File: src/rtl/tomasula_types.sv
// rtl/tomasula_types.sv - shared Tomasulo types: CDB payload, CDB source indexing
// Purpose : common CDB packet layout and source enumeration for the CDB transmitter.
// Contents: NUM_CDB_SRC, CDB_TAG_W, CDB_DATA_W, cdb_data (tag + data), cdb_src_t.
package tomasula_types;

  localparam int NUM_CDB_SRC = 4;
  localparam int CDB_TAG_W   = 3;
  localparam int CDB_DATA_W  = 32;

  typedef struct packed {
    logic [CDB_TAG_W-1:0]  tag;
    logic [CDB_DATA_W-1:0] data;
  } cdb_data;

  typedef enum logic [1:0] {
    SRC_ALU0,
    SRC_ALU1,
    SRC_LOAD,
    SRC_BR
  } cdb_src_t;

endpackage

File: src/rtl/cdb_src_fifo.sv
// rtl/cdb_src_fifo.sv - per-source result FIFO feeding the CDB arbiter
// Purpose : small circular buffer of completed results for one functional unit.
// Ports   : clk, rst (async, active-high), flush (sync clear),
//           push/push_data (enqueue), pop (dequeue head),
//           head (current oldest entry), empty, full.
module cdb_src_fifo
  import tomasula_types::*;
#(
  parameter int FIFO_DEPTH = 2
) (
  input  logic    clk,
  input  logic    rst,
  input  logic    flush,
  input  logic    push,
  input  cdb_data push_data,
  input  logic    pop,
  output cdb_data head,
  output logic    empty,
  output logic    full
);

  localparam int PTR_W = $clog2(FIFO_DEPTH);

  if (FIFO_DEPTH < 2 || (FIFO_DEPTH & (FIFO_DEPTH - 1)) != 0) begin : g_depth_check
    $error("cdb_src_fifo: FIFO_DEPTH must be a power of two >= 2");
  end

  cdb_data          mem [FIFO_DEPTH];
  logic [PTR_W-1:0] rd_ptr;
  logic [PTR_W-1:0] wr_ptr;
  logic [PTR_W:0]   count;
  logic             wr_en;
  logic             rd_en;

  assign empty = (count == '0);
  assign full  = (count == (PTR_W+1)'(FIFO_DEPTH));
  assign head  = mem[rd_ptr];
  assign wr_en = push && !full;
  assign rd_en = pop && !empty;

  // Payload storage carries no reset; validity is tracked by count alone.
  always_ff @(posedge clk) begin
    if (wr_en) begin
      mem[wr_ptr] <= push_data;
    end
  end

  always_ff @(posedge clk or posedge rst) begin
    if (rst) begin
      rd_ptr <= '0;
      wr_ptr <= '0;
      count  <= '0;
    end else if (flush) begin
      rd_ptr <= '0;
      wr_ptr <= '0;
      count  <= '0;
    end else begin
      if (wr_en) begin
        wr_ptr <= wr_ptr + PTR_W'(1);
      end
      if (rd_en) begin
        rd_ptr <= rd_ptr + PTR_W'(1);
      end
      case ({wr_en, rd_en})
        2'b10:   count <= count + (PTR_W+1)'(1);
        2'b01:   count <= count - (PTR_W+1)'(1);
        default: count <= count;
      endcase
    end
  end

endmodule

File: src/rtl/cdb_arbiter.sv
// rtl/cdb_arbiter.sv - CDB transmitter: per-source FIFOs + round-robin broadcast
// Purpose : buffers FU results and broadcasts one per cycle on a registered CDB.
// Ports   : clk, rst (async, active-high), flush_i (sync pipeline flush),
//           fu_valid_i/fu_data_i/fu_ready_o (per-source push ports),
//           cdb_valid_o/cdb_o (broadcast), cdb_src_o (granted source index).
module cdb_arbiter
  import tomasula_types::*;
#(
  parameter int NUM_SRC    = NUM_CDB_SRC,
  parameter int FIFO_DEPTH = 2,
  parameter int TAG_W      = CDB_TAG_W
) (
  input  logic                       clk,
  input  logic                       rst,
  input  logic                       flush_i,
  input  logic [NUM_SRC-1:0]         fu_valid_i,
  input  cdb_data [NUM_SRC-1:0]      fu_data_i,
  output logic [NUM_SRC-1:0]         fu_ready_o,
  output logic                       cdb_valid_o,
  output cdb_data                    cdb_o,
  output logic [$clog2(NUM_SRC)-1:0] cdb_src_o
);

  localparam int SRC_W = $clog2(NUM_SRC);

  if (TAG_W != CDB_TAG_W) begin : g_tag_w_check
    $error("cdb_arbiter: TAG_W must match the cdb_data tag width");
  end

  logic [NUM_SRC-1:0] req;
  logic [NUM_SRC-1:0] push;
  logic [NUM_SRC-1:0] pop;
  logic [NUM_SRC-1:0] full;
  cdb_data            heads [NUM_SRC];
  logic [SRC_W-1:0]   rr_ptr;
  logic [SRC_W-1:0]   gnt;
  logic [SRC_W-1:0]   idx;
  logic               gnt_valid;

  for (genvar i = 0; i < NUM_SRC; i++) begin : g_src
    logic empty;

    cdb_src_fifo #(
      .FIFO_DEPTH(FIFO_DEPTH)
    ) u_fifo (
      .clk       (clk),
      .rst       (rst),
      .flush     (flush_i),
      .push      (push[i]),
      .push_data (fu_data_i[i]),
      .pop       (pop[i]),
      .head      (heads[i]),
      .empty     (empty),
      .full      (full[i])
    );

    assign req[i]        = !empty;
    // Ready comes from the registered count only: a full FIFO refuses a push
    // even in a cycle where it is also being popped.
    assign fu_ready_o[i] = !full[i] && !rst;
    assign push[i]       = fu_valid_i[i] && fu_ready_o[i];
    assign pop[i]        = gnt_valid && (gnt == SRC_W'(i));
  end

  // Scan from rr_ptr upward with wrap; iterating from the far end means the
  // requester closest to rr_ptr is the last assignment and therefore wins.
  always_comb begin
    gnt_valid = 1'b0;
    gnt       = '0;
    idx       = '0;
    for (int k = NUM_SRC - 1; k >= 0; k--) begin
      idx = SRC_W'((int'(rr_ptr) + k) % NUM_SRC);
      if (req[idx]) begin
        gnt_valid = 1'b1;
        gnt       = idx;
      end
    end
  end

  always_ff @(posedge clk or posedge rst) begin
    if (rst) begin
      cdb_valid_o <= 1'b0;
      cdb_o       <= '0;
      cdb_src_o   <= '0;
      rr_ptr      <= '0;
    end else if (flush_i) begin
      // The grant computed this cycle is discarded along with the FIFOs.
      cdb_valid_o <= 1'b0;
      rr_ptr      <= '0;
    end else if (gnt_valid) begin
      cdb_valid_o <= 1'b1;
      cdb_o       <= heads[gnt];
      cdb_src_o   <= gnt;
      rr_ptr      <= SRC_W'((int'(gnt) + 1) % NUM_SRC);
    end else begin
      cdb_valid_o <= 1'b0;
    end
  end

endmodule
File: config.mk
export PLATFORM = sky130hd
export DESIGN_NAME = cdb_arbiter
export DESIGN_NICKNAME = d
export VERILOG_FILES = /design/src/rtl/tomasula_types.sv /design/src/rtl/cdb_src_fifo.sv /design/src/rtl/cdb_arbiter.sv
export SDC_FILE = /design/constraint.sdc
export NUM_CORES = 1
export LEC_CHECK = 0
export CAP_MARGIN = 20
export CORE_ASPECT_RATIO = 1.2
export CORE_UTILIZATION = 59
export DETAILED_ROUTE_END_ITERATION = 7
export PLACE_DENSITY_LB_ADDON = 0.12
export REMOVE_ABC_BUFFERS = 1
export SYNTH_ARGS = -nofsm -noshare
export SYNTH_HDL_FRONTEND = slang
export SYNTH_SLANG_ARGS = --single-unit
File: constraint.sdc
create_clock -name clk -period 11.2 [get_ports clk]
set_input_delay 3.36 -clock clk [delete_from_list [all_inputs] [get_ports clk]]
set_output_delay 3.36 -clock clk [all_outputs]
set_load 0.005 [all_outputs]
Word level (Yosys, flattened, before mapping)
Memory sizes are Yosys's and may differ from the RTL's.
Index checks and enable logic that the tools add are counted.
{ "classes": {"addsub": 20, "n_lt_le_gt_ge": 5, "eq_ne": 15, "mux": 55, "bitwise": 2, "n_reduce_logical": 48} }
{ "ops": {"columns": ["operator", "count"], "rows": [
  ["$bmux 35 s2", 1],
  ["$mux 35", 2],
  ["$mux 1", 34],
  ["$eq 2x2->1 const B", 10],
  ["$logic_and 1x1->1", 20],
  ["$mux 2", 10],
  ["$reduce_bool 2->1", 9],
  ["$pmux 2 s2", 4],
  ["$add 2x1->2 const B", 6],
  ["$lt 2x3->1 const B", 4],
  ["$reduce_bool 3->1", 4],
  ["$eq 2x1->1 const B", 5],
  ["$logic_not 2->1", 5],
  ["$logic_not 1->1", 9],
  ["$add 1x1->1 const B", 8],
  ["$bmux 1 s2", 4],
  ["$sub 2x1->2 const B", 4],
  ["$add 2x2->2 const B", 2],
  ["$ge 3x3->1 const B", 1],
  ["$not 2->3", 1],
  ["$reduce_and 2->1", 1],
  ["$not 1->1", 1]
]} }
{ "totals": {"regBits": 56, "mem_bits_rw": 280, "output_inout_bits": 42, "wordCells": 166, "memories": 4} }
{ "memory_table": {"columns": ["memory", "words", "word_bits", "rd", "rd_ports_with_merged_regs", "wr", "line", "source"], "rows": [
  ["g_src[0].u_fifo.mem", 2, 35, 1, 0, 1, "cdb_src_fifo.sv:28", "cdb_data mem [FIFO_DEPTH];"],
  ["g_src[1].u_fifo.mem", 2, 35, 1, 0, 1, "cdb_src_fifo.sv:28", null],
  ["g_src[2].u_fifo.mem", 2, 35, 1, 0, 1, "cdb_src_fifo.sv:28", null],
  ["g_src[3].u_fifo.mem", 2, 35, 1, 0, 1, "cdb_src_fifo.sv:28", null]
]} }

Logic depth before layout (Yosys ltp)
{ "depth": {"word_depth": 14, "mapped_depth": 8, "depth_no_buf": 5} }

Modules after synthesis
Synthesis repeated with hierarchy kept, for this count alone.
{ "hier_totals": {"hier_cells": 859, "hier_area_um2": 13902.1} }
{ "modules_own_cells": {"columns": ["mod", "n_inst", "cells_per_inst", "area_per_inst_um2", "seq_area_each_um2"], "rows": [
  ["cdb_src_fifo", 4, 135, 2745.1, 2202.1],
  ["cdb_arbiter", 1, 319, 2921.6, 1001.0]
]} }

Least setup slack after synthesis
OpenSTA, ideal clock, no wires.
{ "synth_path": {"kind": "input to output", "start": "in rst", "end": "out fu_ready_o[1]", "arrival_time_ns": 4.879, "required_ns": 7.840, "slack_ns": 2.961, "path_stages": 2, "path_cell_list": "inv_1 > o21a_1"} }
{ "synth_between": {"elab_chain_cells": 2} }
{ "synth_lines": {"columns": ["element", "line", "source"], "rows": [
  ["from (decl)", "cdb_arbiter.sv:14", "input logic rst,"],
  ["$logic_not 1->1 (no source line)", null, null],
  ["$logic_and 1x1->1", "cdb_arbiter.sv:60", "assign fu_ready_o[i] = !full[i] && !rst;"],
  ["to (decl)", "cdb_arbiter.sv:18", "output logic [NUM_SRC-1:0] fu_ready_o,"]
]} }
No other way between the ends.

Worst setup path after layout
Same ends and word-level chain as after synthesis.

==> impl_results.html <==
<table>
<tr><th>Metric</th><th>Value</th></tr>
<tr><th colspan="2">Yosys</th></tr>
<tr><td>Synth Cell Area</td><td>0.0133 mm^2</td></tr>
<tr><td>Portion of synthesized cell area occupied by the leading cell type</td><td>0.630</td></tr>
<tr><td>Mean area per synthesized cell</td><td>17.1 um^2</td></tr>
<tr><td>Synth cell types</td><td>51</td></tr>
<tr><td>EDFF count, synth</td><td>280</td></tr>
<tr><td>Proportion of synthesized flip-flops having asynchronous set or reset</td><td>0.167</td></tr>
<tr><td>Leading cell types by total area after synthesis</td><td>edfxtp_1 (63%), dfrtp_1 (11%), mux2_2 (5.9%), mux2i_1 (5.3%), o22a_1 (2.4%)</td></tr>
<tr><td>Cell count after synthesis</td><td>781</td></tr>
<tr><td>Post-synthesis cell type with the largest combined area</td><td>edfxtp_1</td></tr>
<tr><td>Most used flip-flop cell after synthesis</td><td>edfxtp_1</td></tr>
<tr><td>Synth warnings</td><td>0</td></tr>
<tr><td>Flip-flop and latch count after synthesis</td><td>336</td></tr>
<tr><td>Sequential share of the synthesized area</td><td>0.735</td></tr>
<tr><th colspan="2">Job</th></tr>
<tr><td>Max-cap check violation count</td><td>0</td></tr>
<tr><th colspan="2">Floorplanning</th></tr>
<tr><td>DIE WIDTH</td><td>roughly 140 um</td></tr>
<tr><td>I/O pin count</td><td>approximately 190</td></tr>
<tr><td>Count of standard-cell rows</td><td>59</td></tr>
<tr><td>Vertical die dimension</td><td>167 um</td></tr>
<tr><td>Core area</td><td>between 0.02 and 0.025 mm^2</td></tr>
<tr><td>Die area</td><td>0.0232 mm^2</td></tr>
<tr><td>Initial core utilization</td><td>0.609</td></tr>
<tr><th colspan="2">Timing</th></tr>
<tr><td>Max Clk Rate</td><td>0.119 GHz</td></tr>
<tr><td>Relative slew slack</td><td>0.284</td></tr>
<tr><td>Fraction of the cycle the final worst path needs</td><td>0.752</td></tr>
<tr><td>Actual slew at the worst max-slew pin</td><td>1.07 ns</td></tr>
<tr><td>Setup repair after global routing missed its margin</td><td>no</td></tr>
<tr><td>Clock Skew</td><td>0.0164 ns</td></tr>
<tr><td>Summed negative setup slack over all endpoints</td><td>0 ns</td></tr>
<tr><td>Min Hold Slack</td><td>roughly 0.51 ns</td></tr>
<tr><td>Final Hold Violating Endpoints</td><td>0</td></tr>
<tr><td>Max-slew violation count</td><td>0</td></tr>
<tr><td>Final critical delay including setup and external delays</td><td>8.42 ns</td></tr>
<tr><td>Final setup violating endpoints</td><td>0</td></tr>
<tr><th colspan="2">Cells and area</th></tr>
<tr><td>Fraction of layout cells with a size suffix above 1</td><td>0.193</td></tr>
<tr><td>Total number of nets in the final design</td><td>approximately 1100</td></tr>
<tr><td>Non-Filler Instances</td><td>roughly 1300</td></tr>
<tr><td># fillers</td><td>approximately 1300</td></tr>
<tr><td>Area added between synthesis and finish</td><td>25.0%</td></tr>
<tr><th colspan="2">Detailed routing</th></tr>
<tr><td>Routed via count divided by cell count</td><td>6.05</td></tr>
<tr><td>Remaining antenna violation count after routing</td><td>0</td></tr>
<tr><td>Residual DRC count</td><td>0</td></tr>
<tr><td>Routed WL</td><td>just over 30000 um</td></tr>
<tr><td>Total number of vias</td><td>7732</td></tr>
<tr><td>Total iterations of the first detailed-routing run</td><td>5</td></tr>
<tr><td>Drt initial violations</td><td>around 470</td></tr>
<tr><td>WL per Instance</td><td>24.3 um</td></tr>
<tr><th colspan="2">Worst setup path</th></tr>
<tr><td>Reg2Reg Setup Slack</td><td>a little under 9 ns</td></tr>
<tr><td>Worst-path fanout max</td><td>19</td></tr>
<tr><td>Startpoint type of the worst setup path</td><td>input port</td></tr>
<tr><td>Setup crit end kind</td><td>output pin</td></tr>
<tr><td>Startpoint-to-endpoint class of the critical path</td><td>input port to output pin</td></tr>
<tr><td>Required time of the worst setup path</td><td>7.84 ns</td></tr>
<tr><td>Crit path DAT</td><td>5.06 ns</td></tr>
<tr><th colspan="2">Run status</th></tr>
<tr><td>Outcome</td><td>completed</td></tr>
<tr><th colspan="2">Clock network</th></tr>
<tr><td>Number of gates resized after cts</td><td>0</td></tr>
<tr><td>CTS Buf Count</td><td>34</td></tr>
<tr><td>Setup fix buffers added after clock tree synthesis</td><td>0</td></tr>
<tr><td>Clock latency at the later pin of the worst-skew pair</td><td>0.51 ns</td></tr>
<tr><td>CTS root buffer</td><td>clkbuf_16</td></tr>
<tr><td>CTS Hold Buffers Added</td><td>0</td></tr>
<tr><td>Clock-pin slew reported for the worst setup and hold paths after clock tree synthesis</td><td>0.06 ns</td></tr>
<tr><td>Maximum root-to-sink buffer count</td><td>3</td></tr>
<tr><td>Total clock sinks</td><td>336</td></tr>
<tr><td>H-tree levels</td><td>2</td></tr>
<tr><td>Clock tree from TritonCTS</td><td>done</td></tr>
<tr><th colspan="2">Placement</th></tr>
<tr><td>HPWL Detailed</td><td>18900 um</td></tr>
<tr><td>Count of input and output buffers</td><td>approximately 190</td></tr>
<tr><td>Placer congestion estimate</td><td>0.780</td></tr>
<tr><td>Placed instance count</td><td>1213</td></tr>
<tr><th colspan="2">Power</th></tr>
<tr><td>Leakage</td><td>approximately 5.6 nW</td></tr>
<tr><td>Power, Total</td><td>4.00 mW</td></tr>
<tr><td>Largest voltage drop on the vdd net</td><td>0.000228 V</td></tr>
<tr><td>PwrDens</td><td>240 mW/mm^2</td></tr>
<tr><th colspan="2">Global routing</th></tr>
<tr><td>Largest net degree at the start of global routing</td><td>between 40 and 50</td></tr>
<tr><td>Via count of the first global-routing pass</td><td>8410</td></tr>
<tr><td>Antenna violations before repair</td><td>3</td></tr>
<tr><td>Aggregate global routing overflow</td><td>0</td></tr>
<tr><td>Overall global routing resource usage</td><td>0.278</td></tr>
<tr><td>Wire length of the first global-routing pass</td><td>48100 um</td></tr>
<tr><th colspan="2">Min path</th></tr>
<tr><td>Hold Path Class</td><td>flop to flop</td></tr>
</table>
## logic make-up (layout without fill, tap and decap cells)
group / after synthesis / after routing / synth area share
XOR/XNOR: 12 / 12 / 0.00788
AND/OR/NAND/NOR: 92 / 92 / 0.0342
buffers and inverters: 51 / 271 / 0.0192
AO/OA/AOI/OAI: 148 / 148 / 0.0903
multiplexers: 142 / 142 / 0.113
flip-flops: 336 / 336 / 0.735
other: 0 / 4 / 0
## area by class of cell
type	count	area [um^2]	share of cell area
multi-input combinational	394	3320	0.199
clock inverter	21	204	0.0122
timing repair buffer	202	2020	0.121
antenna	4	10.0	0.000600
clock buffer	41	941	0.0564
sequential	336	9810	0.588
tap	274	343	0.0206
inverter	7	26.3	0.00158
## stage by stage
stage | worst slack, ns | util | area [um^2]
global route | 2.68 | 0.761 | 16700
detailed placement | 2.76 | 0.708 | 15500
CTS | 2.76 | 0.760 | 16700
floorplan | 2.96 | - | 13100
finish | 2.78 | 0.761 | 16700
global placement | 2.83 | 0.706 | 15500
## placed cells by master (no fill, tap or decap), drive strengths merged, types with 9 or more instances in the layout
master	count
a221oi	35
buf	14
mux2i	71
o22a	36
clkdlybuf4s50	188
xnor2	9
mux2	71
clkbuf	41
a21oi	50
inv	10
nor2	59
edfxtp	280
clkinv	9
dfrtp	56
## power by group
part / switching [mW] / internal, mW / leakage, nW
logic: 0.607 / 0.577 / 1.87
clock network: 0.470 / 0.676 / 0.545
registers: 0.163 / 1.50 / 3.23
total: 1.24 / 2.76 / 5.65
## flip-flops by register name, summed over array words and instances, names as in the netlist
name,count
g_src.u_fifo.rd_ptr,4
cdb_src_o,2
cdb_o,35
g_src.u_fifo.wr_ptr,4
g_src.u_fifo.count,8
rr_ptr,2
cdb_valid_o,1
g_src.u_fifo.mem,280
## path summary, 6_finish.rpt
path,startpoint,to,cells after the start
max,rst,fu_ready_o[1],4
max in group asynchronous,rst,g_src[3].u_fifo.rd_ptr,3
min reg2reg,cdb_src_o[1],cdb_src_o[1],2
max reg2reg,g_src[2].u_fifo.count[0],g_src[2].u_fifo.count[1],5
min,cdb_src_o[1],cdb_src_o[1],2
min in group asynchronous,rst,cdb_src_o[1],2
## critical path, stage by stage
cell,delay [ns]
clkdlybuf4s50_1,0.54
inv_2,0.44
o21a_1,0.22
clkdlybuf4s50_1,0.50
## layer usage
layer	vias up	wire, um	track usage
li1	3458	-	-
met1	3931	12100	0.338
met2	289	16300	0.499
met3	54	1930	0.0535
met4	0	739	0.0879
met5	-	0	0
## synthesized netlist by cell type, types with 2 or more instances
master,instances
edfxtp_1,280
mux2i_1,71
mux2_2,70
dfrtp_1,56
nor2_1,56
o22a_1,36
a21oi_1,30
a221oi_1,25
a21oi_2,20
clkbuf_1,18
buf_2,16
a221oi_2,10
xnor2_1,9
nand2_1,7
inv_1,6
o21ai_0,6
nor2b_1,5
buf_4,4
buf_6,4
nor3_1,4
a211oi_1,3
and3_1,3
nand2b_1,3
o21a_1,3
xor2_1,3
a31oi_1,2
buf_1,2
nor2_2,2
nor3_4,2
o2111ai_1,2
o211ai_1,2
o21bai_1,2
Note: power is estimated with default switching activity, not from simulation.
